[config.mk]
export PLATFORM = sky130hd
export DESIGN_NAME = sobel_gradient_unit
export DESIGN_NICKNAME = d
export VERILOG_FILES = /design/src/rtl/sobel_gradient_unit_pkg.sv /design/src/rtl/sobel_mag_dir.sv /design/src/rtl/sobel_gradient_unit.sv
export SDC_FILE = /design/constraint.sdc
export NUM_CORES = 1
export LEC_CHECK = 0
export BUFFER_PORTS_ARGS = -buffer_cell sky130_fd_sc_hd__buf_2
export CORE_MARGIN = 1.5
export CORE_UTILIZATION = 33
export CTS_BUF_LIST = sky130_fd_sc_hd__clkbuf_8
export CTS_CLUSTER_SIZE = 8
export DETAILED_ROUTE_END_ITERATION = 16
export SYNTH_ARGS = -nofsm -noshare
export SYNTH_HDL_FRONTEND = slang
export SYNTH_SLANG_ARGS = --single-unit
export TNS_END_PERCENT = 1
[constraint.sdc]
create_clock -name i_clk -period 11.72 [get_ports i_clk]
set_input_delay 1.172 -clock i_clk [delete_from_list [all_inputs] [get_ports i_clk]]
set_output_delay 1.172 -clock i_clk [all_outputs]
set_load 0.02 [all_outputs]
[src/rtl/sobel_gradient_unit_pkg.sv]
// Shared types, widths and defaults for the Sobel gradient pipeline.
// Latency: n/a (declarations only).
// Backpressure: n/a.
package sobel_gradient_unit_pkg;

  localparam int NBIT_DEF        = 8;
  localparam int KERNEL_SIZE_DEF = 3;

  // Signed gradient width: room for +/-4*(2^nbit-1) plus sign.
  function automatic int calc_gw(input int nbit);
    return $clog2((nbit + 1) * 3) + nbit;
  endfunction

  // Unsigned L1 magnitude width: |gx|+|gy| needs one more bit than a gradient.
  function automatic int calc_mw(input int nbit);
    return calc_gw(nbit) + 1;
  endfunction

  typedef enum logic [1:0] {
    ANG_0   = 2'd0,
    ANG_45  = 2'd1,
    ANG_90  = 2'd2,
    ANG_135 = 2'd3
  } angle_e;

endpackage

[src/rtl/sobel_mag_dir.sv]
// Stage 2: L1 gradient magnitude and quantized direction from registered gx/gy.
// Latency: 1 cycle from valid to o_valid; outputs hold when valid is low.
// Backpressure: none, accepts one gradient pair per cycle.
module sobel_mag_dir
  import sobel_gradient_unit_pkg::*;
#(
  parameter int GW = 13,
  parameter int MW = 14
) (
  input  logic                 i_clk,
  input  logic                 i_rst_n,
  input  logic signed [GW-1:0] gx,
  input  logic signed [GW-1:0] gy,
  input  logic                 valid,
  output logic [MW-1:0]        module_g,
  output logic [1:0]           angle_range,
  output logic                 o_valid
);

  // Products of a GW-bit magnitude with a 9-bit constant stay exact in PW bits.
  localparam int PW = GW + 9;

  logic signed [MW-1:0] gx_ext, gy_ext;
  logic [MW-1:0]        ax, ay, mag_nxt;
  logic [PW-1:0]        ay_128, ax_53, ax_309;
  angle_e               ang_nxt;

  assign gx_ext  = MW'(gx);
  assign gy_ext  = MW'(gy);
  assign ax      = gx_ext[MW-1] ? $unsigned(-gx_ext) : $unsigned(gx_ext);
  assign ay      = gy_ext[MW-1] ? $unsigned(-gy_ext) : $unsigned(gy_ext);
  assign mag_nxt = ax + ay;

  // tan(22.5 deg) ~ 53/128 and tan(67.5 deg) ~ 309/128, compared without division.
  assign ay_128 = PW'(ay) << 7;
  assign ax_53  = PW'(ax) * PW'(53);
  assign ax_309 = PW'(ax) * PW'(309);

  // Direction bins, first match wins; a zero gradient falls into the 0-degree bin.
  always_comb begin
    ang_nxt = ANG_135;
    if (ay_128 <= ax_53)           ang_nxt = ANG_0;
    else if (ay_128 >= ax_309)     ang_nxt = ANG_90;
    else if (gx[GW-1] == gy[GW-1]) ang_nxt = ANG_45;
  end

  // Result register loads only on a valid gradient pair; valid is a plain delay.
  always_ff @(posedge i_clk or negedge i_rst_n) begin
    if (!i_rst_n) begin
      module_g    <= '0;
      angle_range <= 2'd0;
      o_valid     <= 1'b0;
    end else begin
      o_valid <= valid;
      if (valid) begin
        module_g    <= mag_nxt;
        angle_range <= ang_nxt;
      end
    end
  end

endmodule

[src/rtl/sobel_gradient_unit.sv]
// 3x3 Sobel gradients (stage 1) followed by magnitude/direction (stage 2).
// Latency: gx/gy 1 cycle, module_g/angle_range 2 cycles after i_data_valid.
// Backpressure: none, fully pipelined at one window per cycle.
module sobel_gradient_unit
  import sobel_gradient_unit_pkg::*;
#(
  parameter  int NBIT        = NBIT_DEF,
  parameter  int KERNEL_SIZE = KERNEL_SIZE_DEF,
  localparam int GW          = calc_gw(NBIT),
  localparam int MW          = calc_mw(NBIT)
) (
  input  logic                 i_clk,
  input  logic                 i_rst_n,
  input  logic [NBIT-1:0]      i_data [3][3],
  input  logic                 i_data_valid,
  output logic signed [GW-1:0] gx,
  output logic signed [GW-1:0] gy,
  output logic                 o_grad_valid,
  output logic [MW-1:0]        module_g,
  output logic [1:0]           angle_range,
  output logic                 o_valid
);

  if (KERNEL_SIZE != 3) begin : g_bad_kernel
    $error("sobel_gradient_unit: KERNEL_SIZE must be 3");
  end

  logic signed [GW-1:0] px [3][3];
  logic signed [GW-1:0] gx_nxt, gy_nxt;

  // Zero-extend pixels into the signed gradient domain so all sums are exact.
  always_comb begin
    for (int r = 0; r < 3; r++) begin
      for (int c = 0; c < 3; c++) begin
        px[r][c] = $signed({{(GW-NBIT){1'b0}}, i_data[r][c]});
      end
    end
  end

  assign gx_nxt = (px[0][2] + (px[1][2] <<< 1) + px[2][2])
                - (px[0][0] + (px[1][0] <<< 1) + px[2][0]);
  assign gy_nxt = (px[2][0] + (px[2][1] <<< 1) + px[2][2])
                - (px[0][0] + (px[0][1] <<< 1) + px[0][2]);

  // Gradient register loads only on a valid window; valid is a plain delay.
  always_ff @(posedge i_clk or negedge i_rst_n) begin
    if (!i_rst_n) begin
      gx           <= '0;
      gy           <= '0;
      o_grad_valid <= 1'b0;
    end else begin
      o_grad_valid <= i_data_valid;
      if (i_data_valid) begin
        gx <= gx_nxt;
        gy <= gy_nxt;
      end
    end
  end

  sobel_mag_dir #(
    .GW (GW),
    .MW (MW)
  ) u_mag_dir (
    .i_clk       (i_clk),
    .i_rst_n     (i_rst_n),
    .gx          (gx),
    .gy          (gy),
    .valid       (o_grad_valid),
    .module_g    (module_g),
    .angle_range (angle_range),
    .o_valid     (o_valid)
  );

endmodule

==> results of run 1 <==
==> registers in the layout, indices dropped and copies added (netlist names) <==
signal	count
u_mag_dir.module_g	14
gx	12
gy	12
u_mag_dir.angle_range	2
o_grad_valid	1
u_mag_dir.o_valid	1
==> cell usage in the layout (no fill, tap or decap), types with 10 or more instances in the layout <==
master,synthesis,layout
nor3_1,14,14
inv_1,213,213
nor2_1,35,35
o21a_1,10,10
nor2b_1,11,11
o21ai_0,33,33
buf_2,0,110
mux2_2,13,13
dfrtp_1,42,42
xor2_1,20,20
ha_1,153,153
a21oi_1,42,42
a21o_1,16,16
xnor2_1,43,43
conb_1,2,20
nand2_1,42,42
o31ai_1,12,12
nand3_1,12,12
fa_1,116,116
==> path summary, 6_finish.rpt <==
path,slack (ns),start,end,depth (start not counted)
worst min register to register,0.49,u_mag_dir.module_g[4],u_mag_dir.module_g[4],2
max in group asynchronous,10.13,i_rst_n,u_mag_dir.module_g[1],1
worst min-delay path,0.49,u_mag_dir.module_g[4],u_mag_dir.module_g[4],2
min in group asynchronous,0.98,i_rst_n,u_mag_dir.angle_range[0],1
worst max-delay path,3.94,gx[0],u_mag_dir.angle_range[1],29
worst max register to register,3.94,gx[0],u_mag_dir.angle_range[1],29
==> cells by family (layout without fill, tap and decap cells) <==
logic type	Yosys count	after routing
other	2	20
adder cells (fa/ha/maj)	270	270
buffers and inverters	226	333
flip-flops	42	42
AO/OA/AOI/OAI	177	177
AND/OR/NAND/NOR	168	168
multiplexers	15	15
XOR/XNOR	65	65
==> routing by layer <==
| layer | vias up | routed length [um] |
|---|---|---|
| met4 | 0 | 93 |
| met3 | 9 | 795 |
| met2 | 108 | 9510 |
| li1 | 3446 | - |
| met5 | - | 0 |
| met1 | 3278 | 9980 |
==> tightest hold or removal path, delay by kind of cell, from the launching register on <==
| family | cells | cell delay (ns) |
|---|---|---|
| flops | 1 | 0.35 |
| simple gates | 1 | 0.05 |
| compound gates | 1 | 0.05 |
==> stage by stage <==
stage | hold slack (ns) | setup WS [ns] | util | cells
final | 0.485 | 3.94 | 0.377 | 1431
after global routing | 0.525 | 3.17 | 0.377 | 1431
after CTS | 0.486 | 3.88 | 0.377 | 1431
after detailed placement | 0.464 | 3.94 | 0.373 | 1423
after global placement | 0.466 | 4.03 | 0.373 | 1423
after floorplan | 0.511 | 5.33 | - | 983
==> final cells by class <==
class,count,share of cell area
clock buffers,6,0.00818
well taps,341,0.0423
inverters,213,0.0792
flip-flops and latches,42,0.104
multi-input cells,715,0.709
repair buffers,112,0.0560
clock inverters,2,0.00161
==> summary.md, run 1 <==
| Metric | Value |
|---|---|
| Area growth from synthesis to layout | `12.3%` |
| Synth area leaders | `fa_1 26%, ha_1 21%, dfrtp_1 12%` |
| Seq/Total Area, Yosys | `0.117` |
| Synth warn | `0` |
| Initial DRC count | `354` |
| Min-delay worst type | `reg2reg` |
| CP top delay family | `compound AO/OA/AOI/OAI gates` |
| Syn Std Cell Area | `0.00899 mm^2` |
| Clock latency on the worst-skew pair | `0.31 ns` |
| #FFs+latches synth | `42` |
| Most frequent cell after synthesis | `inv_1` |
| Overflow after GRT | `0` |
| Fillers | `2,688` |
| I/O Buffers | `110` |
| Multi-input gate area | `0.00715 mm^2` |
| DIE WIDTH | `168 um` |
| Crit end category | `register` |
| Std cell rows | `60` |
| Max-cap check violation count | `0` |
| CTS tree | `yes` |
| M3 GR Usage | `0.0186` |
| Area after DPL | `0.0100 mm^2` |
| Largest net degree at the start of global routing | `43` |
| CTS sink count | `42` |
| Drt first pass iters | `5` |
| Post-synthesis simple-gate area fraction | `0.0976` |
| CP max-delay cell | `xnor2_1` |
| Top cell type's share of synthesized area | `0.258` |
| Vias in the first global route | `6,937` |
| # setup viols final | `0` |
| Final Cycle Share | `0.664` |
| Hold_buf cts | `0` |
| Final count of hold timing violations | `0` |
| WL/cell | `14.2 um` |
| Mux cell area share after synthesis | `0.0185` |
| Area leader, netlist | `fa_1` |
| Reg clk slew, reported paths | `0.09 ns` |
| Core Footprint | `0.0268 mm^2` |
| Post-DRT Antenna Nets | `0` |
| Fin crit period | `7.78 ns` |
| Vert. Die Dim | `168 um` |
| Crit path DAT | `7.98 ns` |
| Syn avg cell area | `9.31 um^2` |
| Total Wirelength | `20,400 um` |
| Worst slew pin tran | `1.05 ns` |
| Final TNS setup | `0 ns` |
| Initial antenna violation count | `0` |
| Rel. slew slack | `0.297` |
| Largest family of logic cells by synthesized area | `adder cells` |
| GR Layer Usage met1 | `0.216` |
| Cts bufs inserted | `5` |
| RSZ-0062 raised after global routing | `false` |
| Clk root buf | `clkbuf_8` |
| Met2 global-route usage | `0.260` |
| Netlist cell types | `67` |
| Clock skew | `0.00477 ns` |
| Gr usage total | `0.153` |
| Worst Path Required | `11.92 ns` |
| Max clock buf depth | `2` |
| Drt via density | `4.78` |
| Type of the worst setup path | `reg2reg` |
| Fmax | `129 MHz` |
| Most common cell on crit path | `ha_1` |
| Mapped Cells | `965` |
| CP startpoint kind | `register` |
| Max-slew violation count | `0` |
| Routability cong. | `0.822` |
| Share of cells above drive strength 1 | `0.133` |
| Post-CTS Resized | `0` |
| Register Area | `0.00105 mm^2` |
| Nets@finish | `1,433` |
| Status | `finished, final reports clean` |
| First-pass GRT wire length | `34,600 um` |
| I/O Pins | `119` |
| Synth Area in Compound Gates | `0.132` |
| Synth Area in Adders | `0.473` |
| Top FF cell, synth | `dfrtp_1` |
| Number of flops mapped to enable cells by yosys | `0` |
| CP max stage delay | `0.78 ns` |
| CP Buf/Inv Count | `3` |
| DR DRC count | `0` |
| Finished Cell Area | `0.0101 mm^2` |
| H-tree levels | `2` |
| Postcts setup bufs | `0` |
| Ys async rst share | `1.00` |
| Die footprint | `0.0282 mm^2` |
| Busiest layer in global routing | `met2` |
| Top cells by count, synth | `213 x inv_1, 153 x ha_1, 116 x fa_1` |
| CP Max Fanout | `12` |
| Synth Area in XOR/XNOR | `0.0657` |
| Starting Density | `0.335` |
| Post-DP HPWL | `17,800 um` |
| Vias | `6,841` |
| Antenna diodes | `0` |
Power of run 1 is not shown: default switching activity piles up to over one toggle a cycle in this logic, so the estimate is an artifact.
==> run 2: changes to the inputs <==
clock period = 6.45 ns   (was 11.72 ns; I/O delays follow)
==> run 2 against run 1 <==
Critical path type unchanged. Sequential share of layout area decreased by 0.78 points. Fmax is 23% higher. Cell area up 8.1%. Die area unchanged. Largest cell class unchanged. Critical endpoint unchanged. Non-clock buffer count up 70.
==> summary.md, run 2 (synthesis gave the netlist of run 1 again) <==
| Metric | Value |
|---|---|
| I/O Pins | `119` |
| CTS tree | `yes` |
| First-pass GRT wire length | `36,900 um` |
| Core Footprint | `0.0268 mm^2` |
| Total Wirelength | `22,100 um` |
| Post-DP HPWL | `18,900 um` |
| Fin crit period | `6.34 ns` |
| Antenna diodes | `0` |
| H-tree levels | `2` |
| Fmax | `158 MHz` |
| Routability cong. | `0.852` |
| WL/cell | `14.7 um` |
| Crit end category | `register` |
| Max-cap check violation count | `0` |
| Fillers | `2,697` |
| Max-slew violation count | `0` |
| Clock skew | `0.00705 ns` |
| Min-delay worst type | `in2async` |
| Cts bufs inserted | `5` |
| Clock latency on the worst-skew pair | `0.31 ns` |
| Vias in the first global route | `7,426` |
| Vias | `7,248` |
| Worst slew pin tran | `0.952 ns` |
| Post-DRT Antenna Nets | `0` |
| DR DRC count | `0` |
| Commonest cells after routing, fill and taps aside | `207 x inv_1, 145 x ha_1, 116 x fa_1` |
| Max reg flops | `14` |
| Nets@finish | `1,503` |
| Finished Core Util | `0.407` |
| Status | `finished, final reports clean` |
| Reg clk slew, reported paths | `0.09 ns` |
| Initial DRC count | `352` |
| Max clock buf depth | `2` |
| Std cell rows | `60` |
| Rel. slew slack | `0.365` |
| Share of cells above drive strength 1 | `0.228` |
| RSZ-0062 raised after global routing | `true` |
| Gr usage total | `0.162` |
| Final count of hold timing violations | `0` |
| Initial antenna violation count | `0` |
| CP startpoint kind | `register` |
| I/O Buffers | `110` |
| CP Max Fanout | `4` |
| Type of the worst setup path | `reg2reg` |
| CTS sink count | `42` |
| Worst Path Required | `6.70 ns` |
| Die footprint | `0.0282 mm^2` |
| Top Registers | `u_mag_dir.module_g: 14 flops, gx: 12 flops, gy: 12 flops` |
| Overflow after GRT | `0` |
| # setup viols final | `0` |
| Drt via density | `4.83` |
| Commonest non-fill, non-tap cell in the layout | `inv_1` |
| Crit path DAT | `6.59 ns` |
| Clk root buf | `clkbuf_8` |
| Starting Density | `0.335` |
| Area growth from synthesis to layout | `21.5%` |
| Largest net degree at the start of global routing | `43` |
| Top reg by flops | `u_mag_dir.module_g` |
| Drt first pass iters | `6` |
| Final Cycle Share | `0.983` |
| Vert. Die Dim | `168 um` |
| DIE WIDTH | `168 um` |
-- run 2: changes by cell type in the layout (fill, tap and decap cells not counted), sizes merged --
cell | before | now
buf | 112 | 182
clkbuf | 6 | 5
bufinv | 0 | 1
-- run 2: stage by stage --
stage	std cells	area (um^2)	hold slack, ns	setup TNS (ns)	setup slack (ns)
6_report	1501	10900	0.462	0	0.113
5_1_grt	1501	10900	0.512	-0.301	-0.179
4_1_cts	1496	10700	0.497	0	0.00122
3_5_place_dp	1488	10500	0.468	-0.118	-0.0663
3_3_place_gp	1488	10500	0.473	-0.198	-0.129
2_1_floorplan	983	9050	0.349	0	0.0629
-- run 2: per-layer routing --
layer / vias to the layer above / track usage / wire [um]
li1: 3578 / - / -
met4: 0 / 0.0157 / 199
met2: 135 / 0.275 / 10500
met1: 3519 / 0.228 / 10500
met3: 16 / 0.0200 / 799
met5: - / 0 / 0
-- run 2: cell type report --
class                           count  area (um^2)  area share
Multi-Input combinational cell    715         7430       0.681
Inverter                          213          800      0.0732
Timing Repair Buffer              182         1090       0.100
Clock inverter                      3         41.3     0.00378
Sequential cell                    42         1050      0.0963
Clock buffer                        5         68.8     0.00630
Tap cell                          341          427      0.0391
-- run 2: worst paths after layout --
path | startpoint | to | slack (ns) | cells after the start
hold reg to reg | u_mag_dir.module_g[12] | u_mag_dir.module_g[12] | 0.49 | 1
max in group asynchronous | i_rst_n | u_mag_dir.module_g[5] | 5.38 | 1
setup / recovery | gx[1] | u_mag_dir.angle_range[1] | 0.11 | 26
hold / removal | i_rst_n | u_mag_dir.angle_range[0] | 0.46 | 1
min in group i_clk | u_mag_dir.module_g[12] | u_mag_dir.module_g[12] | 0.49 | 1
setup reg to reg | gx[1] | u_mag_dir.angle_range[1] | 0.11 | 26
-- run 2: worst max-delay path: stages (launching register included) --
cell      delay, ns
dfrtp_1        0.42
or4_4          0.62
o31ai_4        0.26
buf_4          0.16
xnor2_2        0.12
ha_1           0.28
inv_2          0.08
fa_1           0.43
fa_1           0.52
fa_1           0.53
inv_2          0.05
ha_4           0.22
nand2_2        0.06
o21ai_2        0.07
o41ai_2        0.36
buf_4          0.19
o21ai_4        0.06
o211ai_1       0.30
nand2b_1       0.11
xnor2_1        0.13
ha_1           0.29
nor2b_1        0.14
o21ai_1        0.08
nand2b_1       0.09
a211oi_2       0.09
or4b_1         0.52
nand3_1        0.08
-- run 2: what timing repair did --
action | 4_1_cts | 5_1_grt
pin swaps | 12 | 36
hold buffers | 0 | 0
resized for setup | 24 | 45
setup buffers | 0 | 6
endpoints found under the setup margin | 2 | 2
Power of run 2 is left out for the same reason.
==> run 3: changes to the inputs <==
clock period = 5.36 ns   (was 6.45 ns; I/O delays follow)
==> run 3 against run 2 <==
The flow now finishes with violations (negative setup slack). Register-to-register slack worse by 1.0 ns. Cell area is 5.4% higher. Final cell count is 5.9% higher. Worst hold slack worse by 0.19 ns. Die area stayed put. Highest routed layer unchanged.
==> summary.md, run 3 (synthesis gave the netlist of run 1 again) <==
| Metric | Value |
|---|---|
| Worst slew pin tran | `0.714 ns` |
| # setup viols final | `2` |
| Multi-input gate area | `0.00738 mm^2` |
| Reg-to-reg slack, setup | `-0.93 ns` |
| R2R cell count | `27` |
| CP max-delay cell | `or4_4` |
| Area growth from synthesis to layout | `28.1%` |
| Max-cap check violation count | `0` |
| Drt via density | `4.76` |
| Routability cong. | `0.844` |
| Clk root buf | `clkbuf_8` |
| Die footprint | `0.0282 mm^2` |
| Crit path DAT | `6.55 ns` |
| Final setup margin | `-0.926 ns` |
| Total Wirelength | `23,300 um` |
| Initial antenna violation count | `0` |
| Top Registers | `u_mag_dir.module_g: 14 flops, gx: 12 flops, gy: 12 flops` |
| CP max stage delay | `0.56 ns` |
| Clock skew | `0.0131 ns` |
| Status | `finished, violations left` |
| R2r startpoint | `gx[7]` |
| Drt first pass iters | `5` |
| Largest net degree at the start of global routing | `43` |
| CP startpoint kind | `register` |
| CTS tree | `yes` |
| Final TNS setup | `-1.79 ns` |
| Max clock buf depth | `2` |
| Cts bufs inserted | `5` |
| Fin crit period | `6.29 ns` |
| Post-DRT Antenna Nets | `0` |
| RSZ-0062 raised after global routing | `true` |
| Commonest cells after routing, fill and taps aside | `211 x inv_1, 158 x buf_4, 146 x ha_1` |
| Starting Density | `0.335` |
| Failing checks | `negative setup slack` |
| Fmax | `159 MHz` |
| H-tree levels | `2` |
| Clock latency on the worst-skew pair | `0.32 ns` |
| Reg clk slew, reported paths | `0.10 ns` |
| First-pass GRT wire length | `39,400 um` |
| Core Footprint | `0.0268 mm^2` |
| I/O Buffers | `110` |
| Min-delay worst type | `in2async` |
| Worst Path Required | `5.62 ns` |
| Commonest non-fill, non-tap cell in the layout | `inv_1` |
| CTS sink count | `42` |
| Rel. slew slack | `0.523` |
| Vert. Die Dim | `168 um` |
| Final Cycle Share | `1.17` |
| Initial DRC count | `435` |
| Type of the worst setup path | `reg2reg` |
| Post-DP HPWL | `20,500 um` |
| DR DRC count | `0` |
| Crit end category | `register` |
| Overflow after GRT | `0` |
| Share of cells above drive strength 1 | `0.272` |
| Max reg flops | `14` |
| Gr usage total | `0.174` |
| Fillers | `2,644` |
| Nets@finish | `1,591` |
| Antenna diodes | `0` |
| RR Endpoint | `u_mag_dir.angle_range[1]` |
| DIE WIDTH | `168 um` |
| Std cell rows | `60` |
| WL/cell | `14.7 um` |
| Top reg by flops | `u_mag_dir.module_g` |
| CP Max Fanout | `4` |
| Final count of hold timing violations | `0` |
| Vias | `7,557` |
| Register Area | `0.00106 mm^2` |
| Max-slew violation count | `0` |
| I/O Pins | `119` |
| Vias in the first global route | `7,872` |
run 3: cell type report:
cell class              instances  area share
multi-input cells             715       0.641
inverters                     213      0.0695
repair buffers                270       0.153
flip-flops and latches         42      0.0920
clock buffers                   5     0.00598
well taps                     341      0.0371
clock inverters                 3     0.00163
run 3: layer usage:
layer / track usage / part of all wire
met1: 0.242 / 0.48
met4: 0.0149 / 0.0044
met5: 0 / 0
met3: 0.0193 / 0.039
met2: 0.303 / 0.48
run 3: stage by stage:
step	setup WS, ns	cell area (um^2)	util	hold slack (ns)	std cells
floorplan	-0.640	9170	-	0.240	983
global placement	-0.971	11200	0.418	0.484	1569
detailed placement	-1.09	11200	0.418	0.481	1569
CTS	-0.818	11500	0.428	0.297	1588
global route	-1.20	11500	0.429	0.332	1589
finish	-0.926	11500	0.429	0.275	1589
run 3: worst max-delay path, delay by kind of cell, from the launching register on:
family,cells,cell delay (ns)
simple gates,7,1.62
buf+inv,4,0.41
flops,1,0.42
fa+ha+maj,6,2.21
xor+xnor,2,0.44
compound gates,8,1.16
run 3: what timing repair did:
| item | CTS | global route |
|---|---|---|
| setup endpoints to repair | 2 | 2 |
| pin swaps | 24 | 7 |
| hold buffers | 0 | 0 |
| gates resized for setup | 17 | 7 |
| buffers inserted | 11 | 1 |
run 3: worst max-delay path by stage:
stage	start	endpoint	slack, ns
final	gx[7]	u_mag_dir.angle_range[1]	-0.93
after global routing	gx[5]	u_mag_dir.angle_range[0]	-1.20
after CTS	gx[7]	u_mag_dir.angle_range[1]	-0.82
after detailed placement	gx[1]	u_mag_dir.angle_range[1]	-1.09
after global placement	gx[5]	u_mag_dir.angle_range[1]	-0.97
after floorplan	gx[5]	u_mag_dir.angle_range[1]	-0.64
Power of run 3 is left out for the same reason.
